<file path="config.mk">
export PLATFORM = sky130hd
export DESIGN_NAME = shift_buffer_arbiter
export DESIGN_NICKNAME = d
export VERILOG_FILES = /design/src/rtl/shift_buffer_arbiter.sv
export SDC_FILE = /design/constraint.sdc
export NUM_CORES = 1
export LEC_CHECK = 0
export CAP_MARGIN = 20
export CELL_PAD_IN_SITES_DETAIL_PLACEMENT = 0
export CELL_PAD_IN_SITES_GLOBAL_PLACEMENT = 1
export CORE_ASPECT_RATIO = 0.7
export CORE_MARGIN = 10
export CORE_UTILIZATION = 28
export CTS_CLUSTER_SIZE = 8
export DETAILED_ROUTE_END_ITERATION = 6
export HOLD_SLACK_MARGIN = 0.1
export PLACE_DENSITY = 0.95
export SLEW_MARGIN = 20
export SYNTH_ARGS = -nofsm -noshare
export SYNTH_HDL_FRONTEND = slang
export SYNTH_SLANG_ARGS = --single-unit
</file>
<file path="constraint.sdc">
create_clock -name clk_data -period 4.4 [get_ports clk_data]
set_input_delay 0.88 -clock clk_data [delete_from_list [all_inputs] [get_ports clk_data]]
set_output_delay 0.88 -clock clk_data [all_outputs]
set_load 0.05 [all_outputs]
</file>
<file path="src/rtl/shift_buffer_arbiter.sv">
// shift_buffer_arbiter: grants the shared shift-buffer input to one requester
// for a whole BURST_LEN-word frame, waits for the buffer's frame-complete
// pulse, tags the frame with its source, then re-arbitrates round-robin.
module shift_buffer_arbiter #(
  parameter int N_REQ     = 4,
  parameter int DATA_W    = 32,
  parameter int BURST_LEN = 8,
  parameter int TIMEOUT   = 16
) (
  input  logic                      clk_data,
  input  logic                      rst,
  input  logic [N_REQ-1:0]          req_valid_i,
  input  logic [N_REQ*DATA_W-1:0]   req_data_i,
  output logic [N_REQ-1:0]          req_ready_o,
  output logic [DATA_W-1:0]         buf_data_o,
  output logic                      buf_wr_en_o,
  input  logic                      buf_valid_i,
  output logic [$clog2(N_REQ)-1:0]  frame_src_o,
  output logic                      frame_done_o,
  output logic                      busy_o,
  output logic                      timeout_err_o,
  input  logic                      err_clr_i
);

  localparam int SRC_W = $clog2(N_REQ);
  localparam int CNT_W = (BURST_LEN > 1) ? $clog2(BURST_LEN) : 1;
  localparam int TMR_W = $clog2(TIMEOUT + 1);

  typedef enum logic [1:0] {
    IDLE  = 2'd0,
    BURST = 2'd1,
    WAIT  = 2'd2
  } state_t;

  state_t             state_r;
  logic [SRC_W-1:0]   grant_r;
  logic [SRC_W-1:0]   last_grant_r;
  logic [CNT_W-1:0]   word_cnt_r;
  logic [TMR_W-1:0]   timer_r;

  logic [SRC_W-1:0]   pick_s;
  logic               found_s;
  logic               xfer_s;
  logic [DATA_W-1:0]  sel_data_s;

  // Round-robin search: first valid requester after last_grant, wrapping.
  always_comb begin
    pick_s  = last_grant_r;
    found_s = 1'b0;
    for (int k = 1; k <= N_REQ; k++) begin
      if (!found_s && req_valid_i[(int'(last_grant_r) + k) % N_REQ]) begin
        pick_s  = SRC_W'((int'(last_grant_r) + k) % N_REQ);
        found_s = 1'b1;
      end else begin
        pick_s  = pick_s;
      end
    end
  end

  // Only the granted requester is readied, and only while bursting.
  always_comb begin
    req_ready_o = '0;
    if (state_r == BURST) begin
      req_ready_o[grant_r] = 1'b1;
    end else begin
      req_ready_o = '0;
    end
  end

  assign xfer_s     = |(req_valid_i & req_ready_o);
  assign sel_data_s = req_data_i[int'(grant_r) * DATA_W +: DATA_W];
  assign busy_o     = (state_r != IDLE);

  // Arbitration FSM with all buffer-side and status outputs registered.
  always_ff @(posedge clk_data) begin
    if (rst) begin
      state_r       <= IDLE;
      grant_r       <= '0;
      last_grant_r  <= SRC_W'(N_REQ - 1);
      word_cnt_r    <= '0;
      timer_r       <= '0;
      buf_data_o    <= '0;
      buf_wr_en_o   <= 1'b0;
      frame_src_o   <= '0;
      frame_done_o  <= 1'b0;
      timeout_err_o <= 1'b0;
    end else begin
      buf_wr_en_o  <= 1'b0;
      frame_done_o <= 1'b0;
      // A clear is overridden below if a timeout fires on the same edge.
      if (err_clr_i) begin
        timeout_err_o <= 1'b0;
      end else begin
        timeout_err_o <= timeout_err_o;
      end
      case (state_r)
        IDLE: begin
          if (found_s) begin
            grant_r    <= pick_s;
            word_cnt_r <= '0;
            state_r    <= BURST;
          end else begin
            state_r    <= IDLE;
          end
        end
        BURST: begin
          if (xfer_s) begin
            buf_data_o  <= sel_data_s;
            buf_wr_en_o <= 1'b1;
            if (word_cnt_r == CNT_W'(BURST_LEN - 1)) begin
              word_cnt_r <= '0;
              timer_r    <= '0;
              state_r    <= WAIT;
            end else begin
              word_cnt_r <= word_cnt_r + CNT_W'(1);
            end
          end else begin
            buf_wr_en_o <= 1'b0;
          end
        end
        WAIT: begin
          // A frame pulse on the expiry cycle still counts as a good frame.
          if (buf_valid_i) begin
            frame_src_o  <= grant_r;
            frame_done_o <= 1'b1;
            last_grant_r <= grant_r;
            state_r      <= IDLE;
          end else if (timer_r == TMR_W'(TIMEOUT - 1)) begin
            timeout_err_o <= 1'b1;
            last_grant_r  <= grant_r;
            state_r       <= IDLE;
          end else begin
            timer_r <= timer_r + TMR_W'(1);
          end
        end
        default: begin
          state_r <= IDLE;
        end
      endcase
    end
  end

endmodule

</file>
==> qor.yml <==
yosys:
  synth.ff_latch_count: 51
  synth_top_area_share_pct: 36.9
  ys.flop_type: "dfxtp_1"
  yosysTopAreaCell: "dfxtp_1"
  synth.top_cells.by_area: "dfxtp_1 (37%), mux4_2 (27%), nand2_1 (10%)"
  syn_area_per_cell_um2: 9.65
  syn_area_um2: 2770
  syn-num-nets: 427
  synth_edf_count: 0
  synth-async-reset-ratio_pct: 0
  synthCells: 287
  synth.distinct_cells: 35
  yosys_warnings: 0
  seq_area_frac_synth_pct: 36.9
power_and_ir_drop:
  leakagePower_uw: 0.00172
  power.share.clock_pct: 32.9
  power_frac_comb_pct: 30.0
  switching_share_pct: 27.8
  seqPwrFrac_pct: 37.1
  switchingPower_uw: 381
  vdd_drop_max_v: 0.000147
  power.density_nw_per_um2: 286
  p_int_uw: 993
  fin_total_pwr_uw: 1370
critical_path:
  crit_path_max_fanout: 19
  crit_slowest_cell: "clkdlybuf4s50_1"
  slowest_delay_ns: 0.84
  start_kind: "register"
  path_buf_inv: 2
  endpoint_kind: "output pin"
  required_ns: 3.52
  crit_arrival_ns: 2.29
  critical_path_cell_count: 3
  crit_path_end: "req_ready_o[1]"
  crit_chain: "inv_1 > nor3_1 > clkdlybuf4s50_1"
  crit_type: "reg2out"
  reg2reg_to: "buf_data_o[0]"
  crit_family: "buffers and inverters"
  crit_start: "grant_r[0]"
  r2r-start: "grant_r[0]"
  r2r_setup_slack_ns: 1.39
  worstRegToRegCells: 6
global_routing:
  grtUsageTotal_pct: 14.4
  grt_pass1_wl_um: 16700
  grt_max_degree: 53
  gr-total-overflow: 0
  grt_pass1_vias: 3009
  antenna_found_initial: 0
timing:
  final.min_clock_period_ns: 3.17
  fmax_ghz: 0.315
  whs_ns: 0.457
  finalCritPeriodShare_pct: 72.1
  clock_skew_ns: 0.00824
  worst_pin_slew_ns: 0.943
  drv_slew: 0
  setup_violations: 0
  rsz0062_at_grt: "false"
  hold_violations: 0
  finalSetupTns_ns: 0
  slew_headroom_pct: 37.1
cts:
  cts_buffers: 5
  h-tree-depth: 2
  cts_resized: 0
  cts_sinks: 51
  clockBufferDepth: 2
  clkTransAtPathRegs_ns: 0.07
  root_buffer: "clkbuf_16"
  post-cts-setup-buffers: 0
  clock_latency_ns: 0.28
  cts_tree: "built"
  cts_hold_buf: 0
route:
  routed_wl_um: 10800
  route.vias.total: 2870
  detail_route.wl_per_cell_um: 18.6
  vias_per_cell: 4.91
  ant_nets: 0
  drtIter0Drc: 179
  drc_errors: 0
  first_pass_iters: 4
final_layout:
  diodes: 0
  drive_above_1_share_pct: 11.4
  area_growth_pct: 73.7
  fillers: 898
  finalNetCount: 595
die:
  core_region_area_um2: 9680
  die_w_um: 139
  start_util_pct: 28.6
  dieHeight_um: 103
  dieArea_um2: 14300
  ioPinCount: 178
  rows: 30
flow_run:
  cap_violations: 0
hold_path:
  hold_path_class: "reg2reg"
placed_design:
  port_buffers: 177
  dp_hpwl_um: 8700
  place.gp.congestion: 0.894
outcome:
  status: "finished clean"
==> sequential cells by signal, indices dropped and copies added (netlist names) <==
| signal | flops |
|---|---|
| last_grant_r | 2 |
| timer_r | 5 |
| frame_done_o | 1 |
| buf_wr_en_o | 1 |
| timeout_err_o | 1 |
| buf_data_o | 32 |
| word_cnt_r | 3 |
| grant_r | 2 |
| state_r | 2 |
| frame_src_o | 2 |
==> routing by layer <==
| metal | global-route usage (%) | vias up | part of all wire, % |
|---|---|---|---|
| met3 | 5.79 | 8 | 8.1 |
| met5 | 0 | - | 0 |
| met1 | 16.9 | 1385 | 41 |
| met4 | 2.08 | 0 | 1.1 |
| li1 | - | 1371 | - |
| met2 | 25.1 | 106 | 50 |
==> area by class of cell <==
cell class              instances  area [um^2]  share of cell area (%)
repair buffers                182         1800                    37.5
well taps                     128          160                    3.33
clock inverters                 2         35.0                   0.728
multi-input cells             205         1610                    33.5
inverters                      10         37.5                   0.780
clock buffers                   6          139                    2.89
flip-flops and latches         51         1020                    21.3
==> metrics by stage <==
stage | area (um^2) | worst slack, ns | util (%) | instances
global placement | 4640 | 1.36 | 47.9 | 576
floorplan | 2770 | 1.37 | - | 287
finish | 4810 | 1.23 | 49.7 | 584
CTS | 4810 | 1.14 | 49.7 | 584
global route | 4810 | 1.05 | 49.7 | 584
detailed placement | 4640 | 1.23 | 47.9 | 576
==> power by group through the flow <==
stage	sequential (uW)	combinational [uW]	clock, uW
2_1_floorplan	580	157	0
3_3_place_gp	520	408	0
3_5_place_dp	522	415	0
4_1_cts	511	417	465
5_1_grt	515	440	489
6_report	510	412	452
==> cells in the mapped netlist, types with 2 or more instances <==
cell,number
inv_1,10
nand2b_1,3
clkbuf_1,12
buf_1,2
nor3_1,3
a311oi_1,2
a31o_2,2
nor2_1,17
mux2i_1,3
nand2_1,74
mux4_2,33
dfxtp_1,51
ha_1,4
buf_6,2
nor2b_1,3
a21oi_1,40
nor4b_1,2
o211ai_1,2
nand3_1,2
buf_2,5
==> layout by cell type, fill, tap and decap left out, types with 2 or more instances in the layout <==
cell type | Yosys | layout
a21oi_1 | 40 | 40
a311oi_1 | 2 | 2
a31o_2 | 2 | 2
buf_4 | 0 | 5
clkbuf_16 | 0 | 5
clkdlybuf4s50_1 | 0 | 176
dfxtp_1 | 51 | 49
dfxtp_2 | 0 | 2
ha_1 | 4 | 4
inv_1 | 10 | 10
mux2i_1 | 3 | 3
mux4_2 | 33 | 33
nand2_1 | 74 | 74
nand2b_1 | 3 | 3
nand3_1 | 2 | 2
nor2_1 | 17 | 17
nor2b_1 | 3 | 3
nor3_1 | 3 | 3
nor4b_1 | 2 | 2
o211ai_1 | 2 | 2
==> worst min path at each step <==
stage,from,end,slack (ns),depth (start not counted)
finish,buf_data_o[30],buf_data_o[30],0.46,2
global route,buf_data_o[8],buf_data_o[8],0.48,2
CTS,buf_data_o[30],buf_data_o[30],0.46,2
detailed placement,buf_data_o[30],buf_data_o[30],0.45,2
global placement,buf_data_o[30],buf_data_o[30],0.44,2
floorplan,timer_r[3],timer_r[3],0.44,1
==> cell families (layout without fill, tap and decap cells) <==
family                   after synthesis  in the layout  synth area share, %
AO/OA/AOI/OAI                         56             56                 11.8
AND/OR/NAND/NOR                      109            109                 16.7
buffers and inverters                 31            200                 4.97
flip-flops                            51             51                 36.9
adder cells (fa/ha/maj)                4              4                 1.81
multiplexers                          36             36                 27.9
==> worst register-to-register path: stages, from the launching register on <==
cell	delay, ns
dfxtp_2	0.72
buf_4	0.46
mux4_2	0.61
nand2_1	0.55
buf_4	0.35
nand2_1	0.09
a21oi_1	0.14
No activity file was read; power rests on OpenSTA's default activity.
